===== config.mk =====
export PLATFORM = sky130hd
export DESIGN_NAME = bound_flasher_monitor_flat
export DESIGN_NICKNAME = d
export VERILOG_FILES = /design/src/rtl/bound_flasher_monitor_if.sv /design/src/rtl/bound_flasher_monitor.sv /design/src/flat_wrapper.sv
export SDC_FILE = /design/constraint.sdc
export NUM_CORES = 1
export LEC_CHECK = 0
export BUFFER_PORTS_ARGS = -buffer_cell sky130_fd_sc_hd__buf_2
export CORE_MARGIN = 5
export CORE_UTILIZATION = 62
export CTS_CLUSTER_DIAMETER = 200
export DETAILED_ROUTE_END_ITERATION = 6
export PLACE_DENSITY = 0.82
export SYNTH_ARGS = -nofsm -noshare
export SYNTH_HDL_FRONTEND = slang
export SYNTH_SLANG_ARGS = --single-unit

===== constraint.sdc =====
create_clock -name CLK -period 20.8 [get_ports CLK]
set_input_delay 2.08 -clock CLK [delete_from_list [all_inputs] [get_ports CLK]]
set_output_delay 2.08 -clock CLK [all_outputs]
set_load 0.01 [all_outputs]

===== src/rtl/bound_flasher_monitor_if.sv =====
// Observation bus between a bound flasher and its protocol monitor.
// The master side drives the observed lamps and flick; the slave side reports tracking status.
interface bound_flasher_monitor_if #(
    parameter int CNT_W = 8
);
    logic [15:0]      LED;
    logic             FLICK;
    logic [4:0]       LEVEL;
    logic [1:0]       DIR;
    logic [1:0]       PHASE;
    logic             KICK;
    logic             DONE;
    logic [CNT_W-1:0] DONE_CNT;
    logic             ERR;
    logic [2:0]       ERR_CODE;

    modport master (
        output LED, FLICK,
        input  LEVEL, DIR, PHASE, KICK, DONE, DONE_CNT, ERR, ERR_CODE
    );

    modport slave (
        input  LED, FLICK,
        output LEVEL, DIR, PHASE, KICK, DONE, DONE_CNT, ERR, ERR_CODE
    );
endinterface


===== src/rtl/bound_flasher_monitor.sv =====
// Tracks a bound flasher's lamp bar edge by edge and flags any departure from its legal
// three-phase up/down sequence.
//
// state | meaning
// IDLE  | bar dark, waiting for the first lamp
// UP    | bar climbing toward the phase maximum
// DOWN  | bar falling toward the phase minimum
// SYNC  | violation seen, waiting for a dark bar to resynchronise
module bound_flasher_monitor #(
    parameter int CNT_W = 8
) (
    input logic                   CLK,
    input logic                   RST,
    bound_flasher_monitor_if.slave bus
);
    typedef enum logic [1:0] {IDLE = 2'd0, UP = 2'd1, DOWN = 2'd2, SYNC = 2'd3} dir_t;

    dir_t             dir_q, dir_d;
    logic [1:0]       phase_q, phase_d;
    logic [4:0]       level_q, level_d;
    logic             kick_q, kick_d;
    logic             done_q, done_d;
    logic [CNT_W-1:0] cnt_q, cnt_d;
    logic             err_q, err_d;
    logic [2:0]       code_q, code_d;
    logic             flick_q;

    logic             thermo;
    logic [4:0]       cur;
    logic [4:0]       max_l, min_l;
    logic             up_step, dn_step, hold;
    logic             flick_any;
    logic [2:0]       viol;

    always_ff @(posedge CLK) begin
        if (RST) begin
            dir_q   <= IDLE;
            phase_q <= 2'd0;
            level_q <= 5'd0;
            kick_q  <= 1'b0;
            done_q  <= 1'b0;
            cnt_q   <= '0;
            err_q   <= 1'b0;
            code_q  <= 3'd0;
            flick_q <= 1'b0;
        end else begin
            dir_q   <= dir_d;
            phase_q <= phase_d;
            level_q <= level_d;
            kick_q  <= kick_d;
            done_q  <= done_d;
            cnt_q   <= cnt_d;
            err_q   <= err_d;
            code_q  <= code_d;
            flick_q <= bus.FLICK;
        end
    end

    always_comb begin
        thermo = ((bus.LED & (bus.LED + 16'd1)) == 16'd0);
        cur = 5'd0;
        for (int i = 0; i < 16; i++) cur = cur + 5'(bus.LED[i]);

        case (phase_q)
            2'd0:    begin max_l = 5'd16; min_l = 5'd6; end
            2'd1:    begin max_l = 5'd11; min_l = 5'd1; end
            default: begin max_l = 5'd6;  min_l = 5'd1; end
        endcase

        // level_q is the last legal level, i.e. the previous edge's bar
        up_step   = (cur == level_q + 5'd1);
        dn_step   = (cur + 5'd1 == level_q);
        hold      = (cur == level_q);
        flick_any = bus.FLICK | flick_q;

        dir_d   = dir_q;
        phase_d = phase_q;
        level_d = thermo ? cur : level_q;
        kick_d  = 1'b0;
        done_d  = 1'b0;
        viol    = 3'd0;

        if (dir_q == SYNC) begin
            if (bus.LED == 16'd0) begin
                dir_d   = IDLE;
                phase_d = 2'd0;
            end
        end else if (!thermo) begin
            viol = 3'd1;
        end else if (!(up_step || dn_step || hold)) begin
            viol = 3'd2;
        end else begin
            case (dir_q)
                IDLE: begin
                    if (cur == 5'd1) begin
                        dir_d   = UP;
                        phase_d = 2'd0;
                    end else if (cur != 5'd0) begin
                        viol = 3'd7;
                    end
                end
                UP: begin
                    if (up_step) begin
                        if (cur > max_l) viol = 3'd3;
                    end else if (dn_step) begin
                        if (level_q == max_l) dir_d = DOWN;
                        else                  viol  = 3'd3;
                    end else begin
                        viol = 3'd5;
                    end
                end
                DOWN: begin
                    if (dn_step) begin
                        if (phase_q == 2'd2 && cur == 5'd0) begin
                            dir_d   = IDLE;
                            phase_d = 2'd0;
                            done_d  = 1'b1;
                        end else if (cur < min_l) begin
                            viol = 3'd6;
                        end
                    end else if (up_step) begin
                        if (level_q == min_l && phase_q != 2'd2) begin
                            dir_d   = UP;
                            phase_d = phase_q + 2'd1;
                        end else begin
                            viol = 3'd4;
                        end
                    end else begin
                        if ((level_q == 5'd1 || level_q == 5'd6) && flick_any) begin
                            kick_d  = 1'b1;
                            dir_d   = UP;
                            phase_d = (phase_q == 2'd0) ? 2'd0 : phase_q - 2'd1;
                        end else begin
                            viol = 3'd5;
                        end
                    end
                end
                default: ;
            endcase
        end

        if (viol != 3'd0) begin
            dir_d   = SYNC;
            phase_d = phase_q;
            kick_d  = 1'b0;
            done_d  = 1'b0;
        end

        err_d  = err_q | (viol != 3'd0);
        code_d = (code_q == 3'd0) ? viol : code_q;
        cnt_d  = (done_d && cnt_q != {CNT_W{1'b1}}) ? cnt_q + 1'b1 : cnt_q;
    end

    assign bus.LEVEL    = level_q;
    assign bus.DIR      = dir_q;
    assign bus.PHASE    = phase_q;
    assign bus.KICK     = kick_q;
    assign bus.DONE     = done_q;
    assign bus.DONE_CNT = cnt_q;
    assign bus.ERR      = err_q;
    assign bus.ERR_CODE = code_q;
endmodule

===== src/flat_wrapper.sv =====
// flat-port wrapper written by rule: the top's interface ports become plain ports
module bound_flasher_monitor_flat 
#(
    parameter int CNT_W = 8
)
  (CLK, RST, bus_LED, bus_FLICK, bus_LEVEL, bus_DIR, bus_PHASE, bus_KICK, bus_DONE, bus_DONE_CNT, bus_ERR, bus_ERR_CODE);
  bound_flasher_monitor_if #(.CNT_W(CNT_W)) bus_i ();
  input logic CLK;
  input logic RST;
  input wire logic [$bits(bus_i.LED)-1:0] bus_LED;
  input wire logic [$bits(bus_i.FLICK)-1:0] bus_FLICK;
  output wire logic [$bits(bus_i.LEVEL)-1:0] bus_LEVEL;
  output wire logic [$bits(bus_i.DIR)-1:0] bus_DIR;
  output wire logic [$bits(bus_i.PHASE)-1:0] bus_PHASE;
  output wire logic [$bits(bus_i.KICK)-1:0] bus_KICK;
  output wire logic [$bits(bus_i.DONE)-1:0] bus_DONE;
  output wire logic [$bits(bus_i.DONE_CNT)-1:0] bus_DONE_CNT;
  output wire logic [$bits(bus_i.ERR)-1:0] bus_ERR;
  output wire logic [$bits(bus_i.ERR_CODE)-1:0] bus_ERR_CODE;
  assign bus_i.LED = bus_LED;
  assign bus_i.FLICK = bus_FLICK;
  assign bus_LEVEL = bus_i.LEVEL;
  assign bus_DIR = bus_i.DIR;
  assign bus_PHASE = bus_i.PHASE;
  assign bus_KICK = bus_i.KICK;
  assign bus_DONE = bus_i.DONE;
  assign bus_DONE_CNT = bus_i.DONE_CNT;
  assign bus_ERR = bus_i.ERR;
  assign bus_ERR_CODE = bus_i.ERR_CODE;
  bound_flasher_monitor #(.CNT_W(CNT_W)) u_core (.CLK(CLK), .RST(RST), .bus(bus_i));
endmodule

---- Word level (Yosys, flattened, before mapping) ----
Index checks and enable logic that the tools add are counted.
storage, ports and cells
  register bits after elaboration ......... 24
  bits in latches ......................... 0
  bits in writable memories ............... 0
  ROM bits ................................ 0
  input port bits ......................... 19
  logic and storage cells ................. 142
  memories kept ........................... 0
operators by class
  $add $sub $neg .......................... 21
  multipliers ............................. 0
  divide/modulo/power cells ............... 0
  $lt $le $gt $ge ......................... 2
  equal/unequal tests ..................... 28
  shift-type cells ........................ 0
  multiplexer cells ....................... 51
  bitwise gates (word level) .............. 7
  reduce and logical (&&, ||, !) cells .... 24
operators by type and width
  kind                   number
  $add 5x1->5            14
  $mux 2                 25
  $mux 3                 14
  $logic_not 16->1       2
  $eq 5x5->1             4
  $add 16x1->16 const B  1
  $and 16x16->16         1
  $ne 4x1->1 const B     3
  $reduce_bool 3->1      4
  $reduce_and 11->1      1
  $add 5x1->5 const B    2
  $eq 5x1->1 const B     2
  $ne 5x5->1 const B     2
  $pmux 5 s2             1
  $reduce_bool 5->1      2
  $pmux 3 s3             1
  $reduce_and 9->1       1
  $add 8x1->8 const B    1
  $mux 1                 8
  $ne 4x4->1 const B     2
  $ne 8x8->1 const B     1
  $reduce_or 8->1        1
  $eq 2x2->1 const B     3
  $ne 6x1->1 const B     1
  23 further kinds       36

---- Depth between registers and ports, before layout ----
Gate-level depths: netlist of run 1.
  depth after elaboration ................. 26
  mapped depth ............................ 23
  gate-level depth less buffers ........... 22

---- Worst setup path before layout of run 1 ----
Ideal clock, no wire load.
  path type ............................... in2reg
  from .................................... input bus_LED[0]
  to ...................................... register u_core.phase_q[0] (netlist: u_core.bus.PHASE[0])
  library setup time ...................... 87 ps
  arrival ................................. 7881 ps
  required time ........................... 20713 ps
  path slack .............................. 12832 ps
  stages .................................. 22
  cells stage by stage .................... inv_1 > ha_1 > inv_1 > fa_1 > inv_1 > fa_1 > fa_1 > inv_1 > fa_1 > fa_1 > fa_1 > inv_1 > ha_1 > xor3_1 > nand2_1 > o2111a_1 > o32ai_1 > mux2i_1 > mux2i_1 > o41a_1 > or3_4 > o31ai_1
between the ends
  cells in the longest elaborated chain, start to end .. 26
RTL lines
  element                              line                                                        text
  start: declaration                   flat_wrapper.sv:10                                          input wire logic [$bits(bus_i.LED)-1:0] bus_LED;
  $add 1x1->2 *                        bound_flasher_monitor.sv:62                                 for (int i = 0; i < 16; i++) cur = cur + 5'(bus.LED[i]);
  $add 5x1->5 * (14 in series)         bound_flasher_monitor.sv:62
  via u_core.cur[1]                    bound_flasher_monitor.sv:29                                 logic [4:0] cur;
  $add 5x1->5 (tied with other cells)  bound_flasher_monitor.sv:72                                 dn_step = (cur + 5'd1 == level_q);
  $eq 5x5->1 (tied with other cells)   bound_flasher_monitor.sv:72
  $mux 3, on equally long branches     bound_flasher_monitor.sv:105, bound_flasher_monitor.sv:114
  $mux 3, on equally long branches     bound_flasher_monitor.sv:103, bound_flasher_monitor.sv:113
  $pmux 3 s3                           bound_flasher_monitor.sv:93                                 case (dir_q)
  $mux 3                               bound_flasher_monitor.sv:90                                 end else if (!(up_step || dn_step || hold)) begin
  $mux 3                               bound_flasher_monitor.sv:88                                 end else if (!thermo) begin
  $mux 3                               bound_flasher_monitor.sv:83                                 if (dir_q == SYNC) begin
  $reduce_bool 3->1                    bound_flasher_monitor.sv:142                                if (viol != 3'd0) begin
  $not 1->1 (no source line)           -
  $reduce_and 9->1 (no source line)    -
  end signal: assignment               bound_flasher_monitor.sv:48                                 phase_q <= phase_d;
  end: declaration                     bound_flasher_monitor.sv:19                                 logic [1:0] phase_q, phase_d;
Mark *: on every way through the listed nets, which the timed path passes. The rest lies on a longest branch. The select of a mux whose other input is x is not followed.
A chain may end at the register's enable or synchronous reset.

---- Final worst setup path of run 1 ----
Same ends and word-level chain as after synthesis.

==> impl_metrics.ini, run 1 <==
[floorplanning]
ios = 42
fp.dieW_um = 75.4
die_area_um2 = 5680
start_util_pct = 64.9
core_um2 = 4090
die_h_um = 75.4
fp-row-count = 23

[global_route]
grtUsageTotal_pct = 25.3
grt_pass1_wl_um = 11300
overflow = 0
grt_max_degree = 24
antenna_found_initial = 0
grt_pass1_vias = 2505

[placed_design]
portBuffers = 41
dp_cells = 424
place_ws_ns = 12.30
dp_hpwl_um = 5270
place_congestion = 0.900

[sta]
fin_setup_tns_ns = 0
tightestPinTransition_ns = 0.567
worst_slack_ns = 12.53
rsz0062_at_grt = no
period_needed_ns = 8.27
max_freq_mhz = 121
drv_slew = 0
skew_ns = 0.00647
finalSetupViolCount = 0
hold_viol_final = 0
period_share_pct = 39.7
holdWs_ns = 0.495
slew_headroom_pct = 61.7

[clock_network]
htreeDepth = 1
clk_pin_slew_worst_paths_ns = 0.08
cts_resized = 0
cts_sinks = 24
cts_setup_buffers = 0
cts-buffers-inserted = 3
clk_latency_ns = 0.27
tritoncts = done
clockRootBuffer = clkbuf_8
ctsLongestPathBuffers = 2
cts_hold_buffers = 0

[run]
drv_cap = 0

[synthesis]
synthFlopType = dfxtp_1
syn_area_um2 = 2650
ys_seq_area_share_pct = 18.1
yosysMostFrequentCell = inv_1
syn_avg_cell_area_um2 = 7.75
synthesis.nets = 396
yosysTopAreaCellShare_pct = 18.1
synth_area_leaders = dfxtp_1, ha_1, fa_1
ys_ff_latch = 24
synth-edff-count = 0
async_flop_share_pct = 0
ys_types = 67
ys_warn_count = 0
synth_cells = 342
synth_commonest_cells = inv_1, nand2_1, nor2_1
synth_top_cell_by_area = dfxtp_1

[power]
power_density_nw_per_um2 = 119
ir_worst_vdd_mv = 0.0614
leakage_nw = 1.36
seqPwrFrac_pct = 13.9
power.switching_mw = 0.170
total_power_mw = 0.351
p_sw_share_pct = 48.5
p_clk_share_pct = 11.5
p_comb_share_pct = 74.6
p_int_mw = 0.181

[setup_path]
cp-start-kind = input port
end_kind = flop
reg2reg_to = u_core.bus.PHASE[0]
r2r_slack_ns = 17.57
arrival_ns = 8.45
crit-reg2reg-launch = u_core.bus.PHASE[0]
crit_required_ns = 20.98
r2r_cells = 11
crit_type = input port to flop
crit_path_max_fanout = 12

[hold_path]
hold_path_class = flop to flop
min-delay-start = u_core.bus.ERR_CODE[2]
holdPathEnd = u_core.bus.ERR_CODE[2]
whs_path_depth = 2

[routing]
dr.pass1.iters = 5
route.met3.wl_um = 553
finalWirelength_um = 6700
via_per_inst = 6.13
wl_met1_um = 2760
drt_iter0_markers = 251
dr_wl_met2_um = 3240
wl_per_cell_um = 15.6
ant_nets = 0
routed.top_layer = met4
vias = 2622
drc = 0

[final_layout]
fin_cells = 428
multi_input_area_um2 = 1950
finalNetCount = 433
final.fill_count = 329
antenna-diode-count = 0
drive_gt1_share_pct = 15.3
areaGrowthSynthToFinish_pct = 11.5
regArea_um2 = 480

[status]
status = complete, no violations
## flip-flops by register name, indices dropped and copies added (netlist names)
register             flops
u_core.bus.DONE          1
u_core.bus.DONE_CNT      8
u_core.bus.PHASE         2
u_core.bus.LEVEL         5
u_core.flick_q           1
u_core.bus.ERR_CODE      3
u_core.bus.DIR           2
u_core.bus.ERR           1
u_core.bus.KICK          1
## critical path: stages
cell and delay [ns]:
buf_2 0.12, inv_1 0.07, ha_1 0.27, inv_1 0.04, fa_1 0.47, inv_1 0.06, fa_1 0.49, fa_1 0.51
inv_1 0.04, fa_1 0.45, fa_1 0.45, fa_1 0.66, inv_1 0.14, ha_1 0.25, xor3_1 0.20, nand2_1 0.05
o2111a_1 0.16, o32ai_1 0.26, buf_4 0.24, mux2i_1 0.20, mux2i_1 0.10, o41a_1 0.47, or3_4 0.43, o31ai_1 0.21
## power by group through the flow
stage	combinational, mW	clock, mW	sequential, mW
2_1_floorplan	0.205	0	0.0490
3_3_place_gp	0.248	0	0.0496
3_5_place_dp	0.255	0	0.0497
4_1_cts	0.258	0.0409	0.0486
5_1_grt	0.287	0.0428	0.0489
6_report	0.262	0.0403	0.0487
## how the worst max path moves through the flow
| stage | end | slack (ns) | depth (start not counted) | start |
|---|---|---|---|---|
| 2_1_floorplan | u_core.bus.PHASE[0] | 12.83 | 22 | bus_LED[0] |
| 3_3_place_gp | u_core.bus.PHASE[0] | 12.51 | 24 | bus_LED[0] |
| 3_5_place_dp | u_core.bus.PHASE[0] | 12.30 | 24 | bus_LED[0] |
| 4_1_cts | u_core.bus.PHASE[0] | 12.57 | 24 | bus_LED[0] |
| 5_1_grt | u_core.bus.PHASE[0] | 12.19 | 24 | bus_LED[0] |
| 6_report | u_core.bus.PHASE[0] | 12.53 | 24 | bus_LED[0] |
## kinds of logic (layout without fill, tap and decap cells)
kind of cell	after synthesis	after routing	share of synthesized area [%]
adder cells (fa/ha/maj)	35	35	19.3
flip-flops	24	24	18.1
AND/OR/NAND/NOR	130	130	25.8
buffers and inverters	56	92	8.21
XOR/XNOR	19	19	7.93
multiplexers	5	5	1.93
AO/OA/AOI/OAI	73	73	18.6
## through the flow
| step | util (%) | instance area, µm² |
|---|---|---|
| 2_1_floorplan | - | 2650 |
| 3_3_place_gp | 70.6 | 2890 |
| 3_5_place_dp | 70.6 | 2890 |
| 4_1_cts | 72.4 | 2960 |
| 5_1_grt | 72.4 | 2960 |
| 6_report | 72.4 | 2960 |
## cell type report
cell class / count / share of cell area [%]
repair buffers: 43 / 7.45
flip-flops and latches: 24 / 16.3
clock buffers: 3 / 1.40
clock inverters: 1 / 1.02
inverters: 45 / 5.71
well taps: 50 / 2.12
multi-input cells: 262 / 66.1
## cells in the final DEF (no fill, tap or decap), types with 2 or more instances in the layout
cell type / instances
clkbuf_8: 3
mux2i_1: 4
dfxtp_1: 24
nand2_1: 30
nand2b_1: 2
nor4_1: 2
buf_4: 2
fa_1: 10
or3_1: 7
a21oi_1: 15
o31ai_1: 3
nand4_1: 4
a31oi_1: 10
o41ai_1: 3
xnor2_1: 10
inv_1: 44
nand3_1: 14
nor2_1: 29
nor3b_1: 2
nand3b_1: 5
or3b_1: 2
o2111a_1: 2
o21ai_0: 16
or4_1: 3
a21o_1: 3
nor2b_1: 7
nor3_1: 11
xor2_1: 5
ha_1: 25
a211oi_1: 4
buf_2: 41
## metal layers
| metal | vias up | track usage, % |
|---|---|---|
| met3 | 19 | 3.83 |
| met4 | 0 | 7.77 |
| met5 | - | 0 |
| li1 | 1258 | - |
| met1 | 1230 | 32.4 |
| met2 | 115 | 43.7 |
No activity file was read; power rests on OpenSTA's default activity.
==> inputs of run 2 (changes only) <==
--- a/config.mk
+++ b/config.mk
@@ -5,12 +5,13 @@
 export SDC_FILE = /design/constraint.sdc
 export NUM_CORES = 1
 export LEC_CHECK = 0
+export ABC_AREA = 1
 export BUFFER_PORTS_ARGS = -buffer_cell sky130_fd_sc_hd__buf_2
 export CORE_MARGIN = 5
-export CORE_UTILIZATION = 62
+export CORE_UTILIZATION = 59
 export CTS_CLUSTER_DIAMETER = 200
 export DETAILED_ROUTE_END_ITERATION = 6
-export PLACE_DENSITY = 0.82
+export PLACE_DENSITY = 0.78
 export SYNTH_ARGS = -nofsm -noshare
 export SYNTH_HDL_FRONTEND = slang
 export SYNTH_SLANG_ARGS = --single-unit
==> constraint.sdc (replaced) <==
create_clock -name CLK -period 8.2 [get_ports CLK]
set_input_delay 0.82 -clock CLK [delete_from_list [all_inputs] [get_ports CLK]]
set_output_delay 0.82 -clock CLK [all_outputs]
set_load 0.01 [all_outputs]
==> impl_metrics.ini, run 2 <==
[global_route]
grt_max_degree = 16
antenna_found_initial = 0
grtUsageTotal_pct = 24.1
grt_pass1_vias = 2711
overflow = 0
grt_pass1_wl_um = 12300

[clock_network]
tritoncts = done
cts_sinks = 24
cts_resized = 0
cts-buffers-inserted = 3
clk_latency_ns = 0.28
clockRootBuffer = clkbuf_8
clk_pin_slew_worst_paths_ns = 0.10
ctsLongestPathBuffers = 2
cts_setup_buffers = 0
cts_hold_buffers = 0
htreeDepth = 1

[synthesis]
ys_types = 36
yosysTopAreaCellShare_pct = 16.8
synthesis.nets = 515
yosysMostFrequentCell = nand2_1
async_flop_share_pct = 0
synth_top_cell_by_area = dfxtp_1
synth_cells = 461
ys_ff_latch = 24
synth-edff-count = 0
synthFlopType = dfxtp_1
syn_avg_cell_area_um2 = 6.21
ys_seq_area_share_pct = 16.8
synth_commonest_cells = nand2_1, inv_1, nand3_1
syn_area_um2 = 2860
ys_warn_count = 0
synth_area_leaders = dfxtp_1, nand2_1, ha_1

[routing]
dr.pass1.iters = 5
routed.top_layer = met4
wl_per_cell_um = 13.1
dr_wl_met2_um = 3520
finalWirelength_um = 7400
drt_iter0_markers = 210
ant_nets = 0
route.met3.wl_um = 413
vias = 3034
wl_met1_um = 3390
drc = 0
via_per_inst = 5.36

[setup_path]
crit_type = input port to flop
end_kind = flop
cp-start-kind = input port
cp_slowest_cell = fa_1
crit_required_ns = 8.39
cp_common_cell = fa_1
critPathMaxStageDelay_ns = 0.67
crit_path_max_fanout = 13
arrival_ns = 6.44

[final_layout]
final_common_cell = nand2_1
drive_gt1_share_pct = 13.0
areaGrowthSynthToFinish_pct = 11.3
regArea_um2 = 480
finalNetCount = 554
final.fill_count = 448
antenna-diode-count = 0
largest_reg_flops = 8
final_cell_mix = nand2_1, inv_1, nand3_1
multi_input_area_um2 = 2040

[power]
power_density_nw_per_um2 = 300
total_power_mw = 0.955
leakage_nw = 1.64
ir_worst_vdd_mv = 0.179

[placed_design]
portBuffers = 41
dp_hpwl_um = 5980
place_congestion = 0.945
place_ws_ns = 1.65

[floorplanning]
die_h_um = 79.7
ios = 42
fp.dieW_um = 79.7
fp-row-count = 25
start_util_pct = 60.6
core_um2 = 4720
die_area_um2 = 6340

[sta]
fin_setup_tns_ns = 0
finalSetupViolCount = 0
skew_ns = 0.0151
slew_headroom_pct = 49.9
hold_viol_final = 0
max_freq_mhz = 160
drv_slew = 0
period_share_pct = 76.2
period_needed_ns = 6.25
worst_slack_ns = 1.95
rsz0062_at_grt = no
tightestPinTransition_ns = 0.749

[status]
status = complete, no violations

[hold_path]
hold_path_class = flop to flop

[run]
drv_cap = 0
==> run 2: changes by cell type after synthesis, moves of 7 or more <==
cell | before | now
nand3_1 | 14 | 51
o21ai_0 | 16 | 25
nor2b_1 | 7 | 0
or3_1 | 7 | 0
nor2_1 | 29 | 50
xnor2_1 | 10 | 2
nand4_1 | 4 | 15
a31oi_1 | 10 | 0
inv_1 | 44 | 80
nand2_1 | 30 | 100
==> run 2: layout make-up <==
class                   count  share of cell area, %
flip-flops and latches     24                   15.1
clock buffers               3                   1.30
clock inverters             1                  0.943
inverters                  81                   9.54
well taps                  67                   2.63
repair buffers             41                   6.44
multi-input cells         349                   64.1
==> run 2: where the power goes <==
group,switching (mW),internal (mW)
sequential,0.00600,0.122
clock,0.0426,0.0654
combinational,0.481,0.238
total,0.529,0.426
==> run 2: path summary, 6_finish.rpt <==
| kind | startpoint | to | slack, ns | depth (start not counted) |
|---|---|---|---|---|
| worst min-delay path | u_core.bus.ERR | u_core.bus.ERR | 0.45 | 2 |
| worst min register to register | u_core.bus.ERR | u_core.bus.ERR | 0.45 | 2 |
| worst max-delay path | bus_LED[0] | u_core.bus.DONE_CNT[7] | 1.95 | 25 |
| worst max register to register | u_core.bus.LEVEL[0] | u_core.bus.ERR | 5.35 | 14 |
==> run 2: kinds of logic (layout without fill, tap and decap cells) <==
logic type | count (synthesis) | count (layout) | share of synthesized area, %
multiplexers | 1 | 1 | 0.350
flip-flops | 24 | 24 | 16.8
AO/OA/AOI/OAI | 55 | 55 | 10.5
adder cells (fa/ha/maj) | 35 | 35 | 17.9
XOR/XNOR | 6 | 6 | 1.84
AND/OR/NAND/NOR | 252 | 252 | 40.6
buffers and inverters | 88 | 126 | 11.9
==> run 2: critical path: cells and delay by family <==
kind | cells | cell delay, ns
adders and majority gates | 8 | 3.58
and+or+nand+nor | 10 | 1.42
buffers and inverters | 6 | 0.47
xor gates and xnor gates | 1 | 0.14
==> run 2: stage by stage <==
step	instance area, µm²	hold WS, ns	util, %	std cells
3_3_place_gp	3110	0.437	65.9	562
5_1_grt	3190	0.480	67.4	566
3_5_place_dp	3110	0.443	65.9	562
6_report	3190	0.454	67.4	566
2_1_floorplan	2860	0.474	-	461
4_1_cts	3190	0.456	67.4	566
==> run 2: routing by layer <==
layer	track usage, %	vias to the layer above
li1	-	1573
met1	31.6	1358
met2	42.1	93
met3	3.27	10
met4	5.15	0
met5	0	-
